--- src/rtl/fwd_hazard_unit.sv ---
// Forwarding and load-use hazard unit.
// Tracks in-flight destination tags for EX/MEM/WB, requests a stall to ID on
// a load-use dependency, and registers per-operand forwarding selects so they
// line up with the instruction as it sits in EX.
module fwd_hazard_unit #(
  parameter int unsigned NUM_SRC   = 2,
  parameter int unsigned AW        = 5,
  parameter int unsigned WB_BYPASS = 1,
  parameter int unsigned CNT_W     = 16
) (
  input  logic                  clk,
  input  logic                  reset,
  input  logic                  id_valid,
  input  logic [NUM_SRC*AW-1:0] id_rs,
  input  logic [NUM_SRC-1:0]    id_rs_used,
  input  logic [AW-1:0]         id_rd,
  input  logic                  id_reg_write,
  input  logic                  id_mem_read,
  input  logic                  flush,
  input  logic                  freeze,
  output logic                  stall,
  output logic [NUM_SRC*2-1:0]  ex_fwd_sel,
  output logic [CNT_W-1:0]      stall_cnt
);

  typedef struct packed {
    logic          valid;
    logic [AW-1:0] rd;
    logic          reg_write;
    logic          mem_read;
  } tag_t;

  tag_t ex_q, mem_q, wb_q;

  logic                 ex_wr, mem_wr, wb_wr;
  logic                 load_use;
  logic                 advance;
  logic [NUM_SRC*2-1:0] sel_d;

  // An entry only matters when it will actually write a non-zero register
  assign ex_wr  = ex_q.valid  && ex_q.reg_write  && (ex_q.rd  != '0);
  assign mem_wr = mem_q.valid && mem_q.reg_write && (mem_q.rd != '0);
  assign wb_wr  = wb_q.valid  && wb_q.reg_write  && (wb_q.rd  != '0);

  // Per-operand select (youngest producer wins) and load-use detection
  always_comb begin
    sel_d    = '0;
    load_use = 1'b0;
    for (int unsigned k = 0; k < NUM_SRC; k++) begin
      if (id_rs_used[k] && (id_rs[k*AW +: AW] != '0)) begin
        if (ex_wr && (ex_q.rd == id_rs[k*AW +: AW])) begin
          sel_d[k*2 +: 2] = 2'b01;
          if (ex_q.mem_read) begin
            load_use = 1'b1;
          end
        end else if (mem_wr && (mem_q.rd == id_rs[k*AW +: AW])) begin
          sel_d[k*2 +: 2] = 2'b10;
        end else if ((WB_BYPASS != 0) && wb_wr && (wb_q.rd == id_rs[k*AW +: AW])) begin
          sel_d[k*2 +: 2] = 2'b11;
        end
      end
    end
  end

  // flush kills the ID instruction, so it also cancels any stall request
  assign stall   = id_valid && !flush && load_use;
  assign advance = id_valid && !stall && !flush;

  // Tag pipeline and registered selects; freeze holds everything, reset overrides
  always_ff @(posedge clk) begin
    if (reset) begin
      ex_q       <= '0;
      mem_q      <= '0;
      wb_q       <= '0;
      ex_fwd_sel <= '0;
    end else if (!freeze) begin
      wb_q  <= mem_q;
      mem_q <= ex_q;
      if (advance) begin
        ex_q       <= {1'b1, id_rd, id_reg_write, id_mem_read};
        ex_fwd_sel <= sel_d;
      end else begin
        ex_q       <= '0;
        ex_fwd_sel <= '0;
      end
    end
  end

  // Saturating count of effective stall cycles
  always_ff @(posedge clk) begin
    if (reset) begin
      stall_cnt <= '0;
    end else if (stall && !freeze && (stall_cnt != '1)) begin
      stall_cnt <= stall_cnt + 1'b1;
    end
  end

endmodule

--- config.mk ---
export PLATFORM = sky130hd
export DESIGN_NAME = fwd_hazard_unit
export DESIGN_NICKNAME = d
export VERILOG_FILES = /design/src/rtl/fwd_hazard_unit.sv
export SDC_FILE = /design/constraint.sdc
export NUM_CORES = 1
export LEC_CHECK = 0
export BUFFER_PORTS_ARGS = -buffer_cell sky130_fd_sc_hd__buf_2
export CORE_ASPECT_RATIO = 0.6
export CORE_MARGIN = 2
export CORE_UTILIZATION = 51
export DETAILED_ROUTE_END_ITERATION = 12
export PLACE_DENSITY_LB_ADDON = 0.25
export SYNTH_ARGS = -nofsm -noshare
export SYNTH_HDL_FRONTEND = slang
export SYNTH_SLANG_ARGS = --single-unit
--- constraint.sdc ---
create_clock -name clk -period 3.79 [get_ports clk]
set_input_delay 0.5685 -clock clk [delete_from_list [all_inputs] [get_ports clk]]
set_output_delay 0.5685 -clock clk [all_outputs]
set_load 0.05 [all_outputs]
==> results.toml <==
[cells_and_area]
fill_cells = 385
syn_to_final_growth_pct = 16.1
antenna_cells = 0
drive_above_1_share_pct = 20.7
nets = 309

[drt]
wl_per_cell_um = 15.6
drcViolationCount = 0
drt_wl_total_um = 5380
drtIter0Drc = 135
drtAntennaViolNets = 0
dr.pass1.iters = 4
via_count = 1970
viasPerCell = 5.71

[timing]
final-setup-viol-count = 0
worst_pin_slew_ps = 723
min_period_ps = 2870
rsz0062_at_grt = "no"
finalHoldViolCount = 0
min_period_over_period_pct = 75.7
finalSetupTns_ps = 0
finClkSkew_ps = 6.58
worst_slack_ps = 921
drv_slew = 0
timing.fmax_ghz = 0.349
max_slew_margin_pct = 51.7

[logic_synthesis]
yosys_warnings = 0
synth_seq_area_share_pct = 38.5
ys_ff_latch = 42
syn_area_per_cell_um2 = 8.98
syn_area_um2 = 2180
syn_inst = 243
synthDistinctLibCells = 42
syn_nets = 268

[worst_setup_path]
start_kind = "input port"
cp_data_arrival_time_ps = 2300
crit_family = "simple AND/OR/NAND/NOR gates"
required_ps = 3220
worst_path_most_repeated_cell = "buf_2"
slowest_stage = "or4_1"
cp.buffers_inverters = 3
critPathMaxFanout = 20
critPathCaptureType = "output port"
critPathKind = "input port to output port"
crit_path_max_incr_delay_ps = 540
crit_chain = "buf_2 -> or4_1 -> o21ai_1 -> nand4b_1 -> a21o_1 -> buf_4 -> nor2_1 -> buf_2"

[clock_network]
ctsRootBufferMaster = "clkbuf_8"
cts_made_buffers = 5
clk_latency_ps = 300
cts_resized = 0
ctsHoldBuffers = 0
cts_num_sinks = 42
clk_path_buf_depth = 2
clkTransAtPathRegs_ps = 70
cts_tree = "done"
cts.htree.levels = 2
cts_setup_buffers = 0

[placed_design]
dp_hpwl_um = 4070
portBuffers = 44
place.gp.congestion = 0.894
post-place-ws_ps = 955

[power_and_ir_drop]
peakVddDrop_v = 0.000147
power_density_nw_per_um2 = 325
p_leak_nw = 1.04

[run_status]
outcome = "finished, final reports clean"

[die]
core_area_um2 = 4100
initial_core_util_pct = 53.2
die_w_um = 88.4
dieArea_um2 = 4830
ios = 45
rows = 18
dieHeight_um = 54.7

[global_route]
grt_pass1_wl_um = 8440
grt-ovfl-total = 0
grt_max_degree = 37
global_route.usage.total_pct = 24.0
grt_pass1_vias = 1647
grt_antenna_before_repair = 0

[worst_hold_path]
hp-class = "flop to flop"

[flow_run]
maxCapViolCount = 0
## cell type report
| type | count | area, µm² | area share (%) |
|---|---|---|---|
| timing repair buffer | 46 | 235 | 9.29 |
| inverter | 3 | 11.3 | 0.445 |
| multi-input combinational | 186 | 1270 | 50.3 |
| sequential | 42 | 841 | 33.2 |
| clock inverter | 2 | 12.5 | 0.494 |
| clock buffer | 6 | 82.6 | 3.26 |
| tap | 60 | 75.1 | 2.96 |
## flip-flops by register name, indices dropped and copies added, names as in the netlist
| register | cells |
|---|---|
| stall_cnt | 16 |
| wb_q | 7 |
| mem_q | 7 |
| ex_fwd_sel | 4 |
| ex_q | 8 |
## synth_stat cells (all sizes together)
library cell	number	area share [%]
and4	1	0.40
nand3b	1	0.34
nand2	9	1.5
nor2b	4	1.1
inv	3	0.52
nor2	23	4.0
and3	4	1.1
nand3	7	1.6
nor3	3	0.69
dfxtp	42	39
o31ai	9	3.1
or4	12	4.1
o211ai	1	0.34
nand2b	1	0.29
ha	1	0.57
or2	1	0.29
mux2i	14	6.4
nand4b	1	0.40
buf	6	1.5
o311a	2	0.92
clkbuf	6	1.0
or3	8	2.5
and2	1	0.29
xnor2	16	6.4
xor2	15	6.0
a21o	1	0.34
a21oi	16	3.7
a211o	1	0.40
o21ai	10	2.5
a22o	9	3.6
nor3b	1	0.34
a22oi	1	0.34
a211oi	1	0.34
nor4	3	1.5
nand4	8	2.3
mux2	1	0.52
## through the flow
stage          hold WS, ps  std cells  util (%)  instance area (µm²)  power [mW]
2_1_floorplan          464        243         -                 2180       0.501
3_3_place_gp           447        337      59.5                 2440       0.527
3_5_place_dp           443        337      59.5                 2440       0.528
4_1_cts                460        345      61.8                 2530       0.823
5_1_grt                482        345      61.8                 2530       0.848
6_report               457        345      61.8                 2530       0.822
## cell usage in the layout, fill, tap and decap left out, types with 2 or more instances in the layout
cell | Yosys | layout
dfxtp_1 | 42 | 42
nor3_1 | 3 | 3
inv_1 | 3 | 3
nor2b_1 | 4 | 4
nand3_1 | 7 | 7
clkbuf_8 | 0 | 6
or4_1 | 12 | 12
o21ai_0 | 7 | 7
o311a_1 | 2 | 2
o21ai_1 | 2 | 2
nand2_1 | 9 | 9
o31ai_1 | 9 | 9
buf_2 | 2 | 44
buf_4 | 0 | 2
nor2_1 | 23 | 23
nand4_1 | 8 | 8
a21oi_1 | 16 | 16
nor4_1 | 2 | 2
and3_1 | 4 | 4
a22o_1 | 9 | 9
xor2_1 | 15 | 15
or3_1 | 7 | 7
mux2i_1 | 14 | 14
xnor2_1 | 16 | 16
## routing by layer
metal | global-route usage (%) | wire length [µm]
met1 | 39.5 | 2890
met2 | 28.7 | 2010
met3 | 6.18 | 427
met4 | 7.07 | 58
met5 | 0 | 0
## cells by family after synthesis
kind of cell             Yosys count  share of synthesized area (%)
multiplexers                      15                           6.94
AO/OA/AOI/OAI                     51                           15.5
XOR/XNOR                          31                           12.4
buffers and inverters             15                           3.04
AND/OR/NAND/NOR                   88                           22.9
adder cells (fa/ha/maj)            1                          0.573
flip-flops                        42                           38.5
## worst min-delay path, cell delays in order, from the launching register on
cell     delay [ps]
dfxtp_1         330
nand2_1          50
o31ai_1          50
## worst paths after layout
check | startpoint | end | slack, ps | cells past startpoint
worst max-delay path | id_rs[6] | stall | 920 | 8
worst min-delay path | ex_fwd_sel[0] | ex_fwd_sel[0] | 460 | 2
worst max register to register | ex_q[5] | stall_cnt[4] | 1530 | 7
worst min register to register | ex_fwd_sel[0] | ex_fwd_sel[0] | 460 | 2
## where the power goes
| part | switching [mW] | internal, mW | total (mW) |
|---|---|---|---|
| Sequential | 0.00613 | 0.444 | 0.451 |
| Clock | 0.157 | 0.146 | 0.303 |
| Combinational | 0.0387 | 0.0295 | 0.0682 |
Note: power is estimated with default switching activity, not from simulation.
